[src/rtl/rijndael_pkg.sv]
// Shared Rijndael helpers: block-size constants, ShiftRows row offsets and
// byte-to-bit-position mapping for the column-major state layout.
package rijndael_pkg;

  localparam int NB_128 = 4;
  localparam int NB_192 = 6;
  localparam int NB_256 = 8;

  // Row rotation amount Cr; 256-bit blocks use 1,3,4 instead of 1,2,3.
  function automatic int shift_offset(input int nb, input int row);
    int off;
    case (row)
      0:       off = 0;
      1:       off = 1;
      2:       off = (nb == NB_256) ? 3 : 2;
      3:       off = (nb == NB_256) ? 4 : 3;
      default: off = 0;
    endcase
    return off;
  endfunction

  // Low bit of state byte s[r][c]; byte 0 sits in the top byte of the word.
  function automatic int byte_pos(input int r, input int c, input int nb);
    return (32 * nb) - 8 - (8 * ((4 * c) + r));
  endfunction

endpackage

[src/rtl/shift_rows_perm.sv]
// Combinational ShiftRows / InvShiftRows byte permutation for NB columns.
// Pure wiring; shared by the round, key-schedule and decrypt datapaths.
module shift_rows_perm
  import rijndael_pkg::*;
#(
  parameter int NB = NB_128,
  localparam int W = 32 * NB
) (
  input  logic [W-1:0] data_in,
  input  logic         inv,
  output logic [W-1:0] data_out
);

  logic [W-1:0] fwdData_s;
  logic [W-1:0] invData_s;

  for (genvar c = 0; c < NB; c++) begin : g_col
    for (genvar r = 0; r < 4; r++) begin : g_row
      localparam int CR    = shift_offset(NB, r);
      localparam int SRC_F = (c + CR) % NB;
      localparam int SRC_I = (c - CR + NB) % NB;
      assign fwdData_s[byte_pos(r, c, NB) +: 8] = data_in[byte_pos(r, SRC_F, NB) +: 8];
      assign invData_s[byte_pos(r, c, NB) +: 8] = data_in[byte_pos(r, SRC_I, NB) +: 8];
    end
  end

  assign data_out = inv ? invData_s : fwdData_s;

endmodule

[src/rtl/shift_rows_pipe.sv]
// Pipelined ShiftRows engine: permutes on the input side and buffers results
// in a DEPTH-entry output FIFO. Define SHIFT_ROWS_PIPE_STATS_EN for counters.
module shift_rows_pipe
  import rijndael_pkg::*;
#(
  parameter int NB = NB_128,
  parameter int DEPTH = 2,
  localparam int W = 32 * NB,
  localparam int AW = $clog2(DEPTH),
  localparam int LW = AW + 1
) (
  input  logic          clk,
  input  logic          rst_n,
  input  logic          clr,
  input  logic          in_valid,
  output logic          in_ready,
  input  logic [W-1:0]  in_data,
  input  logic          in_inv,
  output logic          out_valid,
  input  logic          out_ready,
  output logic [W-1:0]  out_data,
  output logic          out_inv,
  output logic [LW-1:0] level
`ifdef SHIFT_ROWS_PIPE_STATS_EN
  ,
  output logic [31:0]   xfer_cnt,
  output logic [31:0]   stall_cnt
`endif
);

  localparam logic [LW-1:0] DEPTH_L = LW'(DEPTH);

  logic [W-1:0]     mem_r [DEPTH];
  logic [DEPTH-1:0] memInv_r;
  logic [AW:0]      wrPtr_r;
  logic [AW:0]      rdPtr_r;
  logic [AW:0]      wrPtrNext_s;
  logic [AW:0]      rdPtrNext_s;
  logic [LW-1:0]    levelNext_s;
  logic [W-1:0]     shifted_s;
  logic             push_s;
  logic             pop_s;

  shift_rows_perm #(.NB(NB)) u_perm (
    .data_in  (in_data),
    .inv      (in_inv),
    .data_out (shifted_s)
  );

  assign push_s = in_valid & in_ready;
  assign pop_s  = out_valid & out_ready;

  // Next pointer values; a flush overrides any push or pop this cycle.
  always_comb begin
    wrPtrNext_s = wrPtr_r;
    rdPtrNext_s = rdPtr_r;
    if (clr) begin
      wrPtrNext_s = '0;
      rdPtrNext_s = '0;
    end else begin
      wrPtrNext_s = wrPtr_r + {{AW{1'b0}}, push_s};
      rdPtrNext_s = rdPtr_r + {{AW{1'b0}}, pop_s};
    end
  end

  assign levelNext_s = wrPtrNext_s - rdPtrNext_s;

  // Pointers, occupancy and registered flow-control flags.
  always_ff @(posedge clk or negedge rst_n) begin
    if (!rst_n) begin
      wrPtr_r   <= '0;
      rdPtr_r   <= '0;
      level     <= '0;
      out_valid <= 1'b0;
      in_ready  <= 1'b0;
    end else begin
      wrPtr_r   <= wrPtrNext_s;
      rdPtr_r   <= rdPtrNext_s;
      level     <= levelNext_s;
      out_valid <= (levelNext_s != {LW{1'b0}});
      in_ready  <= (levelNext_s != DEPTH_L);
    end
  end

  // FIFO storage; cleared on reset so the head reads as zero while empty.
  always_ff @(posedge clk or negedge rst_n) begin
    if (!rst_n) begin
      for (int i = 0; i < DEPTH; i++) begin
        mem_r[i] <= '0;
      end
      memInv_r <= '0;
    end else if (push_s && !clr) begin
      mem_r[wrPtr_r[AW-1:0]]    <= shifted_s;
      memInv_r[wrPtr_r[AW-1:0]] <= in_inv;
    end
  end

  assign out_data = mem_r[rdPtr_r[AW-1:0]];
  assign out_inv  = memInv_r[rdPtr_r[AW-1:0]];

`ifdef SHIFT_ROWS_PIPE_STATS_EN
  // Transfer counter wraps; stall counter saturates.
  always_ff @(posedge clk or negedge rst_n) begin
    if (!rst_n) begin
      xfer_cnt  <= 32'd0;
      stall_cnt <= 32'd0;
    end else if (clr) begin
      xfer_cnt  <= 32'd0;
      stall_cnt <= 32'd0;
    end else begin
      if (pop_s) begin
        xfer_cnt <= xfer_cnt + 32'd1;
      end
      if (in_valid && !in_ready && (stall_cnt != 32'hFFFF_FFFF)) begin
        stall_cnt <= stall_cnt + 32'd1;
      end
    end
  end
`endif

endmodule

[config.mk]
export PLATFORM = sky130hd
export DESIGN_NAME = shift_rows_pipe
export DESIGN_NICKNAME = d
export VERILOG_FILES = /design/src/rtl/rijndael_pkg.sv /design/src/rtl/shift_rows_perm.sv /design/src/rtl/shift_rows_pipe.sv
export SDC_FILE = /design/constraint.sdc
export NUM_CORES = 1
export LEC_CHECK = 0
export CAP_MARGIN = 10
export CORE_UTILIZATION = 53
export CTS_CLUSTER_SIZE = 14
export DETAILED_ROUTE_END_ITERATION = 16
export PLACE_DENSITY_LB_ADDON = 0.2
export SYNTH_ARGS = -nofsm -noshare
export SYNTH_HDL_FRONTEND = slang
export SYNTH_HIERARCHICAL = 1
export SYNTH_SLANG_ARGS = --single-unit
[constraint.sdc]
create_clock -name clk -period 2 [get_ports clk]
set_clock_uncertainty 0.15 [all_clocks]
set_input_delay 0.4 -clock clk [delete_from_list [all_inputs] [get_ports clk]]
set_output_delay 0.4 -clock clk [all_outputs]
set_load 0.005 [all_outputs]
# Yosys cells after proc, flatten, opt, wreduce, memory -nomap -nowiden
# Index checks and enable logic that the tools add are counted.
dict set report word_totals {
  wordCells 41
  regBits 266
  inputBits 134
}
dict set report op_classes {
  eq_ne 1
  n_addsub 3
  n_bitwise 4
  n_mux 14
  magnitude_cmp 6
  reduce_logical 5
}
# operator count
set ops {}
lappend ops {{128-bit 2-to-1 mux} 4}
lappend ops {{256-bit bitwise mux} 1}
lappend ops {{128-bit demux with 1-bit select} 1}
lappend ops {{120-bit 2-to-1 mux} 1}
lappend ops {{2-bit by 1-bit adder with 2-bit output} 2}
lappend ops {{2-bit >= comparator (second input constant)} 2}
lappend ops {{1-bit by 2-bit less-than comparator with 1-bit output (second input constant)} 2}
lappend ops {{2-bit 2-to-1 mux} 2}
lappend ops {{1-bit inverter with 2-bit output} 2}
lappend ops {{1-bit logical AND} 3}
lappend ops {{1-bit 2-to-1 mux} 3}
lappend ops {{1-bit AND} 2}
lappend ops {{2-bit bitwise mux} 1}
lappend ops {{2-bit by 1-bit less-than comparator with 1-bit output (second input constant)} 1}
lappend ops {{2-bit != test (second input constant)} 1}
lappend ops {{2-bit nonzero test} 1}
lappend ops {{2-bit subtractor} 1}
lappend ops {{1-bit demux with 1-bit select} 1}
lappend ops {{1-bit >= comparator (second input constant)} 1}
lappend ops {{1-bit zero test} 1}

# Depth between registers and ports, before layout
# Gate-level depths: netlist of the first run.
dict set report depth {
  ltp_word 6
  depth_mapped 8
  ltp_nobuf 8
}

# Hierarchy
# Netlist of the first run, hierarchy kept.
# module area_per_inst_um2 cells_each n_inst
set by_module_without_submodules {}
lappend by_module_without_submodules {shift_rows_pipe 12071.6 719 1}
lappend by_module_without_submodules {shift_rows_perm 1557.7 135 1}

# Worst setup path after synthesis of the first run
# No wires, ideal clock.
dict set report synth_timing {
  kind {register to output}
  start {register rdPtr_r[0]}
  end {output out_data[0]}
  n_path_buf 2
  path_slack_ns 0.280
  path_stages_with_launch 4
  arrival_time_ns 1.170
  path_cell_list {dfrtp_1 clkbuf_1 buf_2 mux2_2}
}
dict set report synth_via {
  elab_chain_cells 4
}
# item line_no
set synth_rtl {}
lappend synth_rtl {{start: declaration} shift_rows_pipe.sv:36} ;# logic [AW:0] rdPtr_r;
lappend synth_rtl {{start signal: assignment} shift_rows_pipe.sv:78} ;# rdPtr_r <= rdPtrNext_s;
lappend synth_rtl {{1-bit inverter with 2-bit output (not written as such)} shift_rows_pipe.sv:98} ;# assign out_data = mem_r[rdPtr_r[AW-1:0]];
lappend synth_rtl {{128-bit 2-to-1 mux (not written as such) (3 in series)} shift_rows_pipe.sv:98}
lappend synth_rtl {{end: declaration} shift_rows_pipe.sv:21} ;# output logic [W-1:0] out_data,
# Every way passes these cells. The select of a mux whose other input is x is not followed.

# Worst setup path in the final report of the first run
dict set report layout_timing {
  start {register rdPtr_r[0]}
  end {output out_data[58]}
}
# Same word-level chain as after synthesis.

==> results of run 1 <==
-- where the power goes --
part | switching (µW) | leakage (µW) | internal [µW]
combinational | 3930 | 0.00458 | 7900
sequential | 1430 | 0.00318 | 8100
clock | 2200 | 0.000522 | 3490
-- flip-flops by register name, summed over array words and instances, names as in the netlist --
signal	count
out_valid	1
rdPtr_r	2
level	2
in_ready	1
memInv_r	2
mem_r	256
wrPtr_r	2
-- placed cells by master (no fill, tap or decap), drive strengths merged, types with 2 or more instances in the layout --
cell type,instances
and2,2
buf,142
bufinv,3
clkbuf,116
clkdlybuf4s50,134
clkinv,9
dfrtp,266
ha,3
inv,3
mux2,451
mux2i,2
nand2,2
nor2,5
xnor2,3
-- layout make-up --
cell class,instances,area (µm²),share of cell area
inverters,3,11.3,0.000637
clock buffers,43,901,0.0509
diodes,1,2.50,0.000142
well taps,330,413,0.0233
flip-flops and latches,266,6660,0.377
multi-input cells,472,6040,0.342
repair buffers,351,3520,0.199
clock inverters,12,135,0.00764
-- cell usage after synthesis (all sizes together) --
library cell / instances
mux2: 451
dfrtp: 266
buf: 112
nor2: 5
ha: 3
inv: 3
xnor2: 3
and2: 2
mux2i: 2
nand2: 2
clkbuf: 1
nand2b: 1
nor2b: 1
nor3: 1
xor2: 1
-- layer usage --
metal  wire length (µm)  vias to the layer above  part of all wire  GRT usage
met4                776                        0             0.026     0.0570
li1                   -                     3514                 -          -
met3               1480                       49             0.050     0.0413
met5                  0                        -                 0          0
met1              12700                     3938              0.43      0.290
met2              14600                      206              0.49      0.357
-- worst max path at each step --
stage / startpoint / end / slack [ns]
2_1_floorplan: rdPtr_r[0] / out_data[0] / 0.28
3_3_place_gp: in_valid / out_valid / -0.24
3_5_place_dp: in_valid / in_ready / -0.34
6_report: rdPtr_r[0] / out_data[58] / -0.55
5_1_grt: rdPtr_r[0] / out_data[58] / -0.60
4_1_cts: rdPtr_r[0] / out_data[35] / -0.74
-- what timing repair did --
action | 4_1_cts | 5_1_grt
setup buffers | 17 | 20
endpoints found under the setup margin | 131 | 134
endpoints found under the hold margin | 266 | 0
hold buffers | 1 | 0
resized for setup | 274 | 254
pin swaps | 0 | 4
gates cloned | 4 | 8
-- worst max-delay path: stages (launching register included) --
cell and delay [ns]:
dfrtp_4 0.51, buf_8 0.16, buf_8 0.13, buf_16 0.13
buf_6 0.12, mux2_4 0.29, buf_6 0.12
-- logic make-up after synthesis --
| kind of cell | Yosys count | synth area share |
|---|---|---|
| mux | 453 | 0.421 |
| xor+xnor | 4 | 0.00257 |
| simple gates | 12 | 0.00533 |
| fa+ha+maj | 3 | 0.00275 |
| flops | 266 | 0.488 |
| buf+inv | 116 | 0.0801 |
-- through the flow --
stage / total power [µW] / cells / hold WS (ns) / TNS (ns) / cell area [µm²]
final: 27000 / 1478 / 0.152 / -54.17 / 17700
after CTS: 26700 / 1456 / 0.143 / -78.39 / 17400
after global placement: 20700 / 1379 / 0.128 / -64.52 / 16200
after floorplan: 15700 / 854 / -0.0456 / 0 / 13600
after detailed placement: 21000 / 1379 / 0.129 / -65.54 / 16200
after global routing: 28500 / 1477 / 0.156 / -60.81 / 17700
==> summary.txt, run 1 <==
Status
  – Status: finished with violations
  – Failing checks: setup timing

Die
  – Chip height: ~160 µm
  – Die ar.: around 26,000 µm²
  – # rows: just under 60
  – Boundary pin count: approximately 270
  – Core Region: about 25,000 µm²
  – Initial Utilization: 0.541
  – Die Span X: roughly 160 µm

Worst setup path
  – Reg2reg setup slack: roughly 0.010 ns
  – Critical path type: flip-flop to output pin
  – CP Capture Type: output pin
  – Crit Path Max Fanout: 6
  – Reg2reg start: rdPtr_r[0]
  – Critical path launch point type: flip-flop
  – Reg2reg path depth: 7
  – FF-to-FF End: in_ready
  – CP arrival: approximately 2 ns
  – Req. time, crit path: around 1.5 ns

Global route
  – Initial antenna violation count: 0
  – Largest net degree at the start of global routing: 62
  – GRT Util Overall: 0.215
  – Vias in the first global route: 8,219
  – First-pass GRT wire length: 44,700 µm
  – Total gr overflow: 0

Yosys
  – Net Count, Synth: 991
  – Synth warnings: 6
  – Synthesized cell area: about 14,000 µm²
  – Share of the synthesized area in the top cell type: 0.488
  – Synth Instances: roughly 850
  – Top cells by area, synth: dfrtp_1 49%, mux2_2 23%, mux2_4 19%
  – Post-synthesis sequential area ratio: 0.488
  – Syn_area_per_cell: ~16 µm²
  – Cell variety after synth: 21
  – Dominant cell type by area after synthesis: dfrtp_1
  – Flops & latches, synth: ~270

Run
  – Max-Cap Viols: 0

STA
  – Worst-Margin Slew: 0.328 ns
  – Final hold violations: 0
  – Final Setup Violations: 129
  – Min Clock Period, post-route: between 2 and 3 ns
  – Setup ws final: -0.546 ns
  – Tcrit/Tclk final: 1.27
  – RSZ-0062 raised after global routing: true
  – Final max-slew violation count: 0
  – Fmax: between 300 and 400 MHz
  – Worst slew margin: 0.781

CTS
  – CTS Buf Count: 30
  – CTS Buffer Depth: 3
  – Clk Latency, worst-skew pair: between 0.5 and 0.6 ns
  – Clk root buf: clkbuf_16
  – H-tree levels: 1
  – Sink Count: roughly 270
  – TritonCTS clock tree: built
  – Reg clk slew, reported paths: around 0.06 ns

Pwr
  – P per Cell Area: 1530 nW/µm²
  – LEAKAGE: 0.00828 µW
  – VDD IR max: 798 µV

Placed design
  – PortBufs: 266
  – Placer congestion estimate: 0.742
  – Post-DP HPWL: 18,700 µm
  – Pre-CTS WS: -0.342 ns

Route
  – DRT Pass-1 Iters: 4
  – WL/cell: around 20 µm
  – Vias per Instance: about 5.2
  – # DRC: 0
  – DR vias: 7,707
  – Post-Route WL: just under 30,000 µm
  – DRT antenna net count: 0
  – Drt initial violations: roughly 300

Final layout
  – Number of fill cells: roughly 1,700
  – Final core occ: 0.702
  – # nets final: between 1,000 and 1,500
  – Share of cells above drive strength 1: 0.636
  – P&R area growth vs syn: 29.8%

Min path
  – Hold Crit Class: input pin to async pin
Power figures use the tool's default switching activity.
==> inputs of run 2 (changes only) <==
CORE_ASPECT_RATIO = 1.4   (was not set)
==> summary.txt, run 2 (synthesis results as in run 1) <==
Route
  – DRT Pass-1 Iters: 4
  – Vias per Instance: between 5 and 6
  – DRT antenna net count: 0
  – DR vias: slightly below 8,000
  – # DRC: 0
  – Drt initial violations: approximately 180
  – WL/cell: between 20 and 25 µm
  – Post-Route WL: ~30,000 µm

Global route
  – Largest net degree at the start of global routing: 64
  – Initial antenna violation count: 0
  – GRT Util Overall: 0.214
  – First-pass GRT wire length: 43,600 µm
  – Vias in the first global route: a little over 8,000
  – Total gr overflow: 0

Die
  – Boundary pin count: ~270
  – # rows: 69
  – Die ar.: 26,400 µm²
  – Initial Utilization: 0.539
  – Chip height: about 190 µm
  – Die Span X: about 140 µm
  – Core Region: ~25,000 µm²

Final layout
  – Cell area after layout: approximately 18,000 µm²
  – Antenna diodes: 0
  – Share of cells above drive strength 1: 0.609
  – P&R area growth vs syn: 28.8%
  – Most frequent cells in the layout: 265 x dfrtp_1, 257 x mux2_2, 194 x mux2_4
  – Max reg flops: roughly 260
  – Top reg by flops: mem_r
  – # nets final: 1,268
  – Commonest non-fill, non-tap cell in the layout: dfrtp_1
  – Fin cells: 1,470

Pwr
  – LEAKAGE: approximately 0.0084 µW
  – P per Cell Area: ~1500 nW/µm²
  – VDD IR max: roughly 1200 µV

STA
  – Min Hold Slack: between 0.2 and 0.3 ns
  – Setup ws final: -0.464 ns
  – RSZ-0062 raised after global routing: true
  – Tcrit/Tclk final: 1.23
  – Fmax: between 400 and 500 MHz
  – Final Setup Violations: roughly 130
  – TNS Setup: -48.05 ns
  – Worst-Margin Slew: 0.559 ns
  – Min Clock Period, post-route: between 2 and 2.5 ns
  – Worst slew margin: 0.627
  – Final hold violations: 0
  – Final max-slew violation count: 0

Status
  – Status: finished with violations
  – Failing checks: setup timing

CTS
  – CTS Buf Count: 27
  – CTS Buffer Depth: 3
  – Clk root buf: clkbuf_16
  – Reg clk slew, reported paths: approximately 0.06 ns
  – H-tree levels: 1
  – Clk Latency, worst-skew pair: roughly 0.52 ns
  – Sink Count: 266
  – TritonCTS clock tree: built

Placed design
  – Pre-CTS WS: -0.253 ns
  – PortBufs: ~270
  – Post-DP HPWL: 19,200 µm
  – Cells after DPL: 1,377
  – Placer congestion estimate: approximately 0.74
  – Post-DP Area: approximately 16,000 µm²

Worst setup path
  – CP Capture Type: output pin
  – Critical path launch point type: flip-flop
  – Critical path type: flip-flop to output pin
  – Crit path from: rdPtr_r[0]
  – Req. time, crit path: about 1.5 ns
  – Reg2reg setup slack: -0.06 ns
  – Reg2reg start: rdPtr_r[0]
  – CP arrival: roughly 1.9 ns
  – Crit Path Max Fanout: 8

Run
  – Max-Cap Viols: 0

Min path
  – Hold Crit Class: input pin to async pin
## run 2: cell types whose count changed in the layout (fill, tap and decap cells not counted), sizes merged
cell           change
clkinvlp           +1
clkinv             +1
diode              -1
dlymetal6s2s      +22
buf               -41
dlygate4sd2        +2
bufinv             +2
clkbuf             +8
clkdlybuf4s50      +1
clkdlybuf4s15      +8
## run 2: cell type report
class | instances | area, µm²
clock inverter | 16 | 215
tap | 319 | 399
inverter | 3 | 11.3
multi-input combinational | 472 | 6050
sequential | 266 | 6660
timing repair buffer | 361 | 3490
fill | 1770 | 7740
clock buffer | 33 | 728
## run 2: metal layers
metal  track usage  vias up  routed length (µm)
met4        0.0528        0                 425
met3        0.0435       31                1600
met1         0.256     3985               12300
li1              -     3515                   -
met5             0        -                   0
met2         0.386      179               15800
## run 2: timing repair
item	CTS	global route
setup buffers	7	29
resized for setup	93	276
endpoints found under the setup margin	132	133
hold buffers	1	0
pin swaps	0	2
gates cloned	1	10
endpoints found under the hold margin	53	0
## run 2: worst max-delay path: stages (launching register included)
cell	delay, ns
dfrtp_4	0.50
buf_12	0.16
buf_6	0.12
clkbuf_16	0.16
mux2_4	0.33
buf_6	0.12
## run 2: stage by stage
step,power [µW],util
global placement,20700,0.641
global route,27700,0.694
CTS,26200,0.682
detailed placement,21000,0.641
finish,26200,0.694
floorplan,15700,-
## run 2: path summary, 6_finish.rpt
check | depth (start not counted) | endpoint
max in group asynchronous | 3 | mem_r[191]
max | 5 | out_data[66]
min reg2reg | 1 | mem_r[187]
min | 2 | mem_r[29]
min in group clk | 3 | mem_r[118]
max reg2reg | 8 | out_valid
## run 2: report_power, final
group | total [µW] | switching [µW] | internal, µW
Combinational | 11400 | 3840 | 7520
Sequential | 9480 | 1390 | 8090
Clock | 5370 | 2140 | 3230
